File: src/rtl/sr_cmd_conditioner_pkg.sv
// sr_cmd_conditioner shared types.
// FSM states, pending-slot encoding, helpers.
package sr_cmd_conditioner_pkg;

  typedef enum logic [1:0] {
    ST_IDLE    = 2'd0,
    ST_PULSE_S = 2'd1,
    ST_PULSE_R = 2'd2,
    ST_GAP     = 2'd3
  } state_e;

  typedef enum logic [1:0] {
    PEND_NONE = 2'd0,
    PEND_S    = 2'd1,
    PEND_R    = 2'd2
  } pend_e;

  function automatic int unsigned cnt_width(
    input int unsigned n
  );
    return (n > 1) ? $clog2(n) : 1;
  endfunction

endpackage

File: src/rtl/sr_cmd_conditioner_debounce.sv
// Button conditioner: 2-flop sync, debounce,
// and a rise strobe on the accepted level.
module sr_debounce #(
  parameter int unsigned DEBOUNCE_CYCLES = 4
) (
  input  logic clk,
  input  logic rst_n,
  input  logic btn_i,
  output logic rise_o
);

  localparam int unsigned CW =
    $clog2(DEBOUNCE_CYCLES + 1);
  localparam logic [CW-1:0] TERM =
    CW'(DEBOUNCE_CYCLES - 1);

  logic          sync1_q;
  logic          sync2_q;
  logic          level_q;
  logic          level_d;
  logic [CW-1:0] cnt_q;
  logic [CW-1:0] cnt_d;

  // Count disagreeing cycles; flip level on the last one.
  always_comb begin
    level_d = level_q;
    cnt_d   = '0;
    if (sync2_q != level_q) begin
      if (cnt_q == TERM) begin
        level_d = sync2_q;
      end else begin
        cnt_d = cnt_q + 1'b1;
      end
    end
  end

  assign rise_o = level_d & ~level_q;

  // Synchroniser, debounced level and counter.
  always_ff @(posedge clk or negedge rst_n) begin
    if (!rst_n) begin
      sync1_q <= 1'b0;
      sync2_q <= 1'b0;
      level_q <= 1'b0;
      cnt_q   <= '0;
    end else begin
      sync1_q <= btn_i;
      sync2_q <= sync1_q;
      level_q <= level_d;
      cnt_q   <= cnt_d;
    end
  end

endmodule

File: src/rtl/sr_cmd_conditioner.sv
// Command stage for the SR latch: clean,
// exclusive, gap-separated S/R pulses.
module sr_cmd_conditioner
  import sr_cmd_conditioner_pkg::*;
#(
  parameter int unsigned DEBOUNCE_CYCLES = 4,
  parameter int unsigned PULSE_WIDTH     = 2
) (
  input  logic clk,
  input  logic rst_n,
  input  logic set_btn,
  input  logic rst_btn,
  output logic S,
  output logic R,
  output logic busy,
  output logic conflict,
  output logic overrun
);

  localparam int unsigned PW_W =
    cnt_width(PULSE_WIDTH);
  localparam logic [PW_W-1:0] PW_LAST =
    PW_W'(PULSE_WIDTH - 1);

  logic rise_s;
  logic rise_r;
  logic req_s_q;
  logic req_r_q;
  logic req_s;
  logic req_r;
  logic go_s;
  logic go_r;
  logic conflict_q;

  state_e          state_q;
  pend_e           pend_q;
  pend_e           pend_busy;
  logic            ovr_busy;
  logic [PW_W-1:0] cnt_q;
  logic            s_q;
  logic            r_q;
  logic            busy_q;
  logic            ovr_q;

  sr_debounce #(
    .DEBOUNCE_CYCLES(DEBOUNCE_CYCLES)
  ) u_db_set (
    .clk   (clk),
    .rst_n (rst_n),
    .btn_i (set_btn),
    .rise_o(rise_s)
  );

  sr_debounce #(
    .DEBOUNCE_CYCLES(DEBOUNCE_CYCLES)
  ) u_db_rst (
    .clk   (clk),
    .rst_n (rst_n),
    .btn_i (rst_btn),
    .rise_o(rise_r)
  );

  // Register press strobes; flag same-cycle presses.
  always_ff @(posedge clk or negedge rst_n) begin
    if (!rst_n) begin
      req_s_q    <= 1'b0;
      req_r_q    <= 1'b0;
      conflict_q <= 1'b0;
    end else begin
      req_s_q    <= rise_s;
      req_r_q    <= rise_r;
      conflict_q <= rise_s & rise_r;
    end
  end

  // Simultaneous presses cancel each other.
  assign req_s = req_s_q & ~req_r_q;
  assign req_r = req_r_q & ~req_s_q;

  // A fresh press beats an opposite stale slot.
  assign go_s = req_s |
    ((pend_q == PEND_S) & ~req_r);
  assign go_r = req_r |
    ((pend_q == PEND_R) & ~req_s);

  // Slot update for a request arriving while busy.
  always_comb begin
    pend_busy = pend_q;
    ovr_busy  = 1'b0;
    unique case (1'b1)
      req_s: begin
        ovr_busy  = (pend_q == PEND_R);
        pend_busy = PEND_S;
      end
      req_r: begin
        ovr_busy  = (pend_q == PEND_S);
        pend_busy = PEND_R;
      end
      default: ;
    endcase
  end

  // Pulse FSM with registered outputs.
  always_ff @(posedge clk or negedge rst_n) begin
    if (!rst_n) begin
      state_q <= ST_IDLE;
      pend_q  <= PEND_NONE;
      cnt_q   <= '0;
      s_q     <= 1'b0;
      r_q     <= 1'b0;
      busy_q  <= 1'b0;
      ovr_q   <= 1'b0;
    end else begin
      ovr_q <= 1'b0;
      unique case (state_q)
        ST_IDLE: begin
          if (go_s) begin
            state_q <= ST_PULSE_S;
            cnt_q   <= '0;
            s_q     <= 1'b1;
            busy_q  <= 1'b1;
            pend_q  <= PEND_NONE;
            ovr_q   <= req_s &
              (pend_q == PEND_R);
          end else if (go_r) begin
            state_q <= ST_PULSE_R;
            cnt_q   <= '0;
            r_q     <= 1'b1;
            busy_q  <= 1'b1;
            pend_q  <= PEND_NONE;
            ovr_q   <= req_r &
              (pend_q == PEND_S);
          end
        end
        ST_PULSE_S, ST_PULSE_R: begin
          pend_q <= pend_busy;
          ovr_q  <= ovr_busy;
          if (cnt_q == PW_LAST) begin
            state_q <= ST_GAP;
            s_q     <= 1'b0;
            r_q     <= 1'b0;
          end else begin
            cnt_q <= cnt_q + 1'b1;
          end
        end
        ST_GAP: begin
          pend_q  <= pend_busy;
          ovr_q   <= ovr_busy;
          state_q <= ST_IDLE;
          busy_q  <= 1'b0;
        end
      endcase
    end
  end

  assign S        = s_q;
  assign R        = r_q;
  assign busy     = busy_q;
  assign conflict = conflict_q;
  assign overrun  = ovr_q;

endmodule

File: config.mk
export PLATFORM = sky130hd
export DESIGN_NAME = sr_cmd_conditioner
export DESIGN_NICKNAME = d
export VERILOG_FILES = /design/src/rtl/sr_cmd_conditioner_pkg.sv /design/src/rtl/sr_cmd_conditioner_debounce.sv /design/src/rtl/sr_cmd_conditioner.sv
export SDC_FILE = /design/constraint.sdc
export NUM_CORES = 1
export LEC_CHECK = 0
export ABC_AREA = 1
export CAP_MARGIN = 20
export CORE_MARGIN = 1.5
export CORE_UTILIZATION = 35
export DETAILED_ROUTE_END_ITERATION = 8
export MAX_ROUTING_LAYER = met4
export SYNTH_ARGS = -nofsm -noshare
export SYNTH_HDL_FRONTEND = slang
export SYNTH_SLANG_ARGS = --single-unit
File: constraint.sdc
create_clock -name clk -period 2.3 [get_ports clk]
set_clock_uncertainty 0.15 [all_clocks]
set_input_delay 0.46 -clock clk [delete_from_list [all_inputs] [get_ports clk]]
set_output_delay 0.46 -clock clk [all_outputs]
set_load 0.01 [all_outputs]
==> run summary, run 1 <==
crit-path cells - clkdlybuf4s50_1
Syn Area/Cell - 9.175 µm²
count of pins over their slew limit - 0
first-pass GRT wire length - 3450 µm
Vias/cell - 4.443
multi-input logic area - 484.2 µm²
Synth Warn # - 0
Iteration-0 DRC Markers - 19
WL/cell - 10.09 µm
CP startpoint kind - register
CTS tree - yes
Tcrit/Tclk final - 79.70%
Crit path max-delay family - buffers and inverters
Max Freq - 545.5 MHz
Fillers - 316
final core occ - 43.55%
setup TNS - 0 ns
MaxCap Viol Count - 0
# clock sinks - 24
core area - 0.003103 mm²
Die Ht - 60.48 µm
most frequent cells in the layout - 33 x nand2_1, 24 x dfrtp_1, 12 x inv_1
Unique masters post-synth - 23
Starting Density - 37.26%
slowest stage delay, CP - 0.53 ns
worst-margin pin slew - 0.3021 ns
worst-skew pair later-pin latency - 0.32 ns
RSZ-0062 raised after global routing - false
clk buf depth - 2
initial antenna violation count - 0
syn_nets - 137
row cnt - 20
clock buffer count from CTS - 3
Detailed Route WL - 1847 µm
register area share after synthesis - 51.95%
number of diodes - 0
via count - 813
CTS resizes - 0
placer congestion estimate - 0.8766
arrival time at the worst endpoint - 1.22 ns
Die Span X - 60.48 µm
largest net degree at the start of global routing - 25
most common cell after layout, fill and taps aside - nand2_1
Fin. Hold Viols - 0
H-Tree Depth - 1
final setup fails - 0
vias in the first global route - 791
critical path type - reg -> out
Pleak - 0.6567 nW
share of cells above drive strength 1 - 15.83%
WP buf/inv - 1
post-route ant nets - 0
fin crit period - 1.833 ns
total gr overflow - 0
die area - 0.003657 mm²
CTS Hold Bufs - 0
CP endpoint kind - primary output
DR pass1 iterations - 3
Rel. slew slack - 79.86%
HP Class - reg -> reg
drt drc - 0
register area - 600.6 µm²
status - finished clean
Peak VDD IR - 631.9 µV
root buf cell - clkbuf_4
CP max stage cell - clkdlybuf4s50_1
postcts setup bufs - 0
Seq cells post-synth - 24
P&R area growth vs syn - 16.88%
CP required - 1.69 ns
CP max FO - 2
Worst-path clk slew - 0.14 ns
gr usage total - 12.97%
Cell Area, Synth - 0.001156 mm²
# IOs - 9
pwr dens - 1226 mW/mm²
synthesized instance count - 126
HPWL Detailed - 1407 µm
# nets final - 151
port buffer count - 8
==> per-stage QoR <==
| step | cells | hold WS (ns) | setup WS (ns) | power [mW] | area [µm²] |
|---|---|---|---|---|---|
| CTS | 183 | 0.2230 | 0.4452 | 1.679 | 1351 |
| global route | 183 | 0.2337 | 0.3896 | 1.824 | 1351 |
| detailed placement | 179 | 0.1896 | 0.7342 | 1.366 | 1299 |
| global placement | 179 | 0.1872 | 0.8141 | 1.343 | 1299 |
| floorplan | 126 | 0.01441 | 0.8568 | 1.178 | 1156 |
| finish | 183 | 0.2186 | 0.4670 | 1.657 | 1351 |
==> sequential cells by signal (all words and copies together) (netlist names) <==
register and count:
req_r_q 1, u_db_set.cnt_q 3, u_db_set.sync1_q 1, u_db_rst.sync2_q 1, u_db_rst.cnt_q 3, u_db_rst.level_q 1
R 1, u_db_set.level_q 1, S 1, overrun 1, cnt_q 1, u_db_set.sync2_q 1
state_q 2, conflict 1, req_s_q 1, busy 1, pend_q 2, u_db_rst.sync1_q 1
==> routing by layer <==
layer	vias up	global-route usage, %	share of wire [%]
met3	2	4.478	4.2
li1	423	-	-
met4	0	1.863	0.81
met5	-	-	0
met1	377	15.81	45
met2	11	21.43	50
==> Yosys cell counts, drive strengths merged <==
library cell	instances	area share (%)
xnor2	2	1.5
nor4	1	0.54
o21a	1	0.65
nor3	2	0.87
nand4	2	1.1
a21oi	3	1.6
nor2	10	3.5
o21ai	4	1.7
dfrtp	24	52
nor3b	1	0.65
or2	1	0.54
inv	19	6.2
o21bai	2	1.9
nand3	11	7.4
nand2	36	12
ha	7	7.6
==> power by group <==
| part | total, mW | leakage [nW] | switching (mW) | internal (mW) |
|---|---|---|---|---|
| clock network | 0.306 | 0.0279 | 0.130 | 0.176 |
| logic | 0.743 | 0.323 | 0.432 | 0.311 |
| registers | 0.608 | 0.305 | 0.0758 | 0.533 |
==> final timing paths <==
check	startpoint	to	slack, ns	cells past startpoint
worst min-delay path	u_db_set.sync1_q	u_db_set.sync2_q	0.22	0
worst max register to register	state_q[0]	state_q[1]	0.70	7
worst min register to register	u_db_set.sync1_q	u_db_set.sync2_q	0.22	0
worst max-delay path	busy	busy	0.47	1
max in group asynchronous	rst_n	u_db_rst.level_q	1.44	2
min in group asynchronous	rst_n	busy	0.32	2
==> cell families (layout without fill, tap and decap cells) <==
family	after synthesis	count (layout)	synth area share, %
compound gates	10	10	5.953
xor+xnor	2	2	1.515
fa+ha+maj	7	7	7.575
buf+inv	19	32	6.169
flops	24	24	51.95
simple gates	64	64	26.84
==> area by class of cell <==
type                            count  area share [%]
Tap cell                           44           4.074
Timing Repair Buffer                9           6.481
Inverter                           19           5.278
Clock buffer                        3           1.667
Multi-Input combinational cell     83           35.83
Sequential cell                    24           44.44
Clock inverter                      1           2.222
No activity file was read; power rests on OpenSTA's default activity.
==> run 2, diff against run 1 <==
==> constraint.sdc (replaced) <==
create_clock -name clk -period 1.9 [get_ports clk]
set_clock_uncertainty 0.15 [all_clocks]
set_input_delay 0.38 -clock clk [delete_from_list [all_inputs] [get_ports clk]]
set_output_delay 0.38 -clock clk [all_outputs]
set_load 0.01 [all_outputs]
==> run 2 against run 1 <==
- final cell count is the same
- largest cell class unchanged
- power grew 22%
- combinational power grew 22%
- utilization is the same
- first-iteration DRC count grew 5.3%
- clock power grew 22%
- largest power group unchanged
- setup slack lost 0.33 ns
- critical path depth is the same
- flip-flop and latch count is the same
- via count is the same
- register-to-register slack lost 0.37 ns
==> run summary, run 2 (synthesis results as in run 1) <==
die area - 0.003657 mm² (unchanged)
final core occ - 43.55% (unchanged)
total power - 2.014 mW (+22%)
clock buffer count from CTS - 3 (unchanged)
HPWL Detailed - 1410 µm (+0.25%)
gr usage total - 12.47% (-0.49 points)
Vias/cell - 4.443 (unchanged)
Pleak - 0.6567 nW (unchanged)
placer congestion estimate - 0.8786 (+0.23%)
root buf cell - clkbuf_4
Worst-path clk slew - 0.14 ns (about the same)
DR pass1 iterations - 4 (+1)
Fin. Hold Viols - 0 (unchanged)
critical path type - reg -> out
dpl cells - 179 (unchanged)
Crit path max-delay family - buffers and inverters
CP required - 1.37 ns (-0.32 ns)
number of diodes - 0 (unchanged)
# clock sinks - 24 (unchanged)
CP endpoint kind - primary output
CP max FO - 2 (unchanged)
worst-margin pin slew - 0.2978 ns (-0.004251 ns)
worst-skew pair later-pin latency - 0.32 ns (about the same)
Starting Density - 37.26% (unchanged)
CTS tree - yes
non-filler instance count after layout - 183 (unchanged)
Detailed Route WL - 1839 µm (-0.43%)
crit-path cells - clkdlybuf4s50_1
final worst slack - 0.1395 ns (-0.3275 ns)
post-route ant nets - 0 (unchanged)
CP startpoint - S
placed cell area - 0.001299 mm² (unchanged)
CTS Hold Bufs - 0 (unchanged)
Iteration-0 DRC Markers - 20 (+1)
CTS resizes - 0 (unchanged)
pwr dens - 1490 mW/mm² (+22%)
initial antenna violation count - 0 (unchanged)
P&R area growth vs syn - 16.88% (unchanged)
port buffer count - 8 (unchanged)
first-pass GRT wire length - 3256 µm (-5.6%)
core area - 0.003103 mm² (unchanged)
vias in the first global route - 785 (-0.76%)
Die Ht - 60.48 µm (unchanged)
CP startpoint kind - register
final setup fails - 0 (unchanged)
RSZ-0062 raised after global routing - false
largest net degree at the start of global routing - 25 (unchanged)
total gr overflow - 0 (unchanged)
count of pins over their slew limit - 0 (unchanged)
arrival time at the worst endpoint - 1.23 ns (about the same)
WP buf/inv - 1 (unchanged)
Die Span X - 60.48 µm (unchanged)
setup TNS - 0 ns (unchanged)
worst r2r src - state_q[1]
row cnt - 20 (unchanged)
WL/cell - 10.05 µm (-0.43%)
worst hold slack - 0.2170 ns (-0.001599 ns)
CP max stage cell - clkdlybuf4s50_1
top flop regs - u_db_rst.cnt_q: 3 flops, u_db_set.cnt_q: 3 flops
most frequent cells in the layout - 33 x nand2_1, 24 x dfrtp_1, 12 x inv_1
drt drc - 0 (unchanged)
Setup WS pre-CTS - 0.3674 ns (-0.3668 ns)
MaxCap Viol Count - 0 (unchanged)
HP Class - reg -> reg
via count - 813 (unchanged)
Rel. slew slack - 80.15% (+0.28 points)
Max Freq - 568.0 MHz
Peak VDD IR - 682.9 µV (+8.1%)
postcts setup bufs - 0 (unchanged)
clk buf depth - 2 (unchanged)
# IOs - 9 (unchanged)
H-Tree Depth - 1 (unchanged)
Tcrit/Tclk final - 92.66%
most common cell after layout, fill and taps aside - nand2_1
# nets final - 151 (unchanged)
hold path start - u_db_set.sync1_q
fin crit period - 1.761 ns
share of cells above drive strength 1 - 15.83% (unchanged)
slowest stage delay, CP - 0.53 ns (about the same)
post-route cell area - 0.001351 mm² (unchanged)
status - finished clean
==> run 2: cell counts in the layout (fill, tap and decap cells not counted) <==
No cell type changed its count.
==> run 2: path summary, 6_finish.rpt <==
kind / to / slack, ns / depth (start not counted)
worst min register to register: u_db_set.sync2_q / 0.22 / 0
worst max register to register: state_q[0] / 0.33 / 7
min in group asynchronous: S / 0.23 / 2
worst max-delay path: S / 0.14 / 1
worst min-delay path: u_db_set.sync2_q / 0.22 / 0
max in group asynchronous: req_r_q / 1.12 / 2
==> run 2: metal layers <==
metal	vias up	GRT usage [%]	routed length, µm
met5	-	-	0
met1	364	14.23	842
met4	0	2.174	10
met2	23	21.43	893
li1	424	-	-
met3	2	4.478	93
==> run 2: power breakdown <==
| part | switching [mW] | internal [mW] |
|---|---|---|
| clock network | 0.160 | 0.213 |
| logic | 0.528 | 0.376 |
| registers | 0.0918 | 0.645 |
| total | 0.780 | 1.23 |
==> run 2: area by class of cell <==
class / instances / area, µm²
repair buffers: 9 / 87.58
flip-flops and latches: 24 / 600.6
clock inverters: 1 / 30.03
multi-input cells: 83 / 484.2
clock buffers: 3 / 22.52
well taps: 44 / 55.05
fillers: 293 / 1752
inverters: 19 / 71.32
==> run 3, diff against run 2 <==
--- a/config.mk
+++ b/config.mk
@@ -10,6 +10,7 @@
 export CORE_MARGIN = 1.5
 export CORE_UTILIZATION = 35
 export DETAILED_ROUTE_END_ITERATION = 8
+export GPL_TIMING_DRIVEN = 0
 export MAX_ROUTING_LAYER = met4
 export SYNTH_ARGS = -nofsm -noshare
 export SYNTH_HDL_FRONTEND = slang
==> run 3 against run 2 <==
- wire length is 2.7% higher
- clock power about the same
- final cell count stayed put
- critical path depth is the same
- register-to-register slack worse by 0.04 ns
- critical endpoint is now R
- non-clock buffer count is the same
- power hardly changed
- first-iteration DRC count increased to 4.0 times the previous value
- count of clock-buffer cells in the layout did not move
==> run summary, run 3 (synthesis results as in run 1) <==
status - finished clean
# IOs - 9 (unchanged)
RSZ-0062 raised after global routing - false
# nets final - 151 (unchanged)
HPWL Detailed - 1421 µm (+0.80%)
vias in the first global route - 836 (+6.5%)
Fillers - 319 (+8.9%)
hold path start - u_db_set.sync1_q
top flop regs - u_db_rst.cnt_q: 3 flops, u_db_set.cnt_q: 3 flops
HP Class - reg -> reg
clk buf depth - 2 (unchanged)
Detailed Route WL - 1889 µm (+2.7%)
Pleak - 0.6593 nW (+0.40%)
CP endpoint kind - primary output
Tcrit/Tclk final - 92.38% (-0.28 points)
worst-skew pair later-pin latency - 0.32 ns (about the same)
gr usage total - 12.79% (+0.32 points)
total power - 2.015 mW (about the same)
CTS tree - yes
Setup WS pre-CTS - -0.01055 ns (-0.3779 ns)
total gr overflow - 0 (unchanged)
CP required - 1.37 ns (about the same)
met3 wire length - 89 µm (-4.3%)
Worst-path clk slew - 0.14 ns (about the same)
die area - 0.003657 mm² (unchanged)
Die Span X - 60.48 µm (unchanged)
pwr dens - 1483 mW/mm² (-0.51%)
first-pass GRT wire length - 3346 µm (+2.8%)
placer congestion estimate - 0.8125 (-7.5%)
Rel. slew slack - 61.91% (-18 points)
drt drc - 0 (unchanged)
row cnt - 20 (unchanged)
setup TNS - 0 ns (unchanged)
post-route cell area - 0.001359 mm² (+0.56%)
port buffer count - 8 (unchanged)
# clock sinks - 24 (unchanged)
top sig layer - met4
CP startpoint - R
Starting Density - 37.26% (unchanged)
P&R area growth vs syn - 17.53%
Fin. Hold Viols - 0 (unchanged)
CP max FO - 2 (unchanged)
worst r2r src - state_q[0]
Vias/cell - 4.585 (+3.2%)
met2 routed wirelength - 946 µm (+5.9%)
final core occ - 43.79% (+0.24 points)
core area - 0.003103 mm² (unchanged)
postcts setup bufs - 0 (unchanged)
WP buf/inv - 1 (unchanged)
most frequent cells in the layout - 33 x nand2_1, 24 x dfrtp_1, 12 x inv_1
initial antenna violation count - 0 (unchanged)
number of diodes - 0 (unchanged)
fin crit period - 1.755 ns (-0.005296 ns)
post-route ant nets - 0 (unchanged)
arrival time at the worst endpoint - 1.23 ns (about the same)
crit-path cells - clkdlybuf4s50_1
CP startpoint kind - register
share of cells above drive strength 1 - 15.83% (unchanged)
WL/cell - 10.32 µm (+2.7%)
via count - 839 (+3.2%)
MaxCap Viol Count - 0 (unchanged)
Max Freq - 569.7 MHz (+0.30%)
final worst slack - 0.1448 ns (+0.005296 ns)
CTS resizes - 0 (unchanged)
most common cell after layout, fill and taps aside - nand2_1
CTS Hold Bufs - 0 (unchanged)
final setup fails - 0 (unchanged)
count of pins over their slew limit - 0 (unchanged)
Die Ht - 60.48 µm (unchanged)
slowest stage delay, CP - 0.53 ns (about the same)
critical path type - reg -> out
wl on met1 - 837 µm (-0.59%)
worst-margin pin slew - 0.5695 ns (+0.2717 ns)
Peak VDD IR - 633.0 µV (-7.3%)
Crit path max-delay family - buffers and inverters
placed cell area - 0.001291 mm² (-0.58%)
root buf cell - clkbuf_4
largest net degree at the start of global routing - 25 (unchanged)
clock buffer count from CTS - 3 (unchanged)
H-Tree Depth - 1 (unchanged)
CP max stage cell - clkdlybuf4s50_1
DR pass1 iterations - 4 (unchanged)
Iteration-0 DRC Markers - 79 (+300%)
## run 3: cell counts in the layout (fill, tap and decap cells not counted)
Identical to the previous run, type by type.
## run 3: layer usage
| metal | vias up | track usage (%) |
|---|---|---|
| met3 | 2 | 4.691 |
| met1 | 396 | 14.75 |
| met5 | - | - |
| met4 | 0 | 4.037 |
| li1 | 422 | - |
| met2 | 19 | 20.81 |
## run 3: metrics by stage
stage | hold slack [ns] | std cells
after detailed placement | 0.1913 | 178
final | 0.2182 | 183
after global placement | 0.1877 | 178
after global routing | 0.2365 | 183
after floorplan | -0.06559 | 126
after CTS | 0.2224 | 182
## run 3: worst paths after layout
kind	endpoint	slack, ns	depth (start not counted)
min in group asynchronous	busy	0.25	1
max reg2reg	S	0.29	8
min reg2reg	u_db_set.sync2_q	0.22	0
min	u_db_set.sync2_q	0.22	0
max in group asynchronous	u_db_rst.cnt_q[1]	0.85	2
max	R	0.14	1
## run 3: area by class of cell
class                   count  area [µm²]  area share [%]
multi-input cells          83       484.2           35.64
clock buffers               3       22.52           1.657
repair buffers              9       95.09           6.998
flip-flops and latches     24       600.6           44.20
clock inverters             1       30.03           2.210
well taps                  44       55.05           4.052
inverters                  19       71.32           5.249
## run 3: power breakdown
part           internal, mW  switching, mW  leakage (nW)  total (mW)
clock                 0.213          0.159        0.0279       0.373
combinational         0.378          0.528         0.326       0.905
sequential            0.645         0.0916         0.305       0.736
total                  1.24          0.779         0.659        2.01
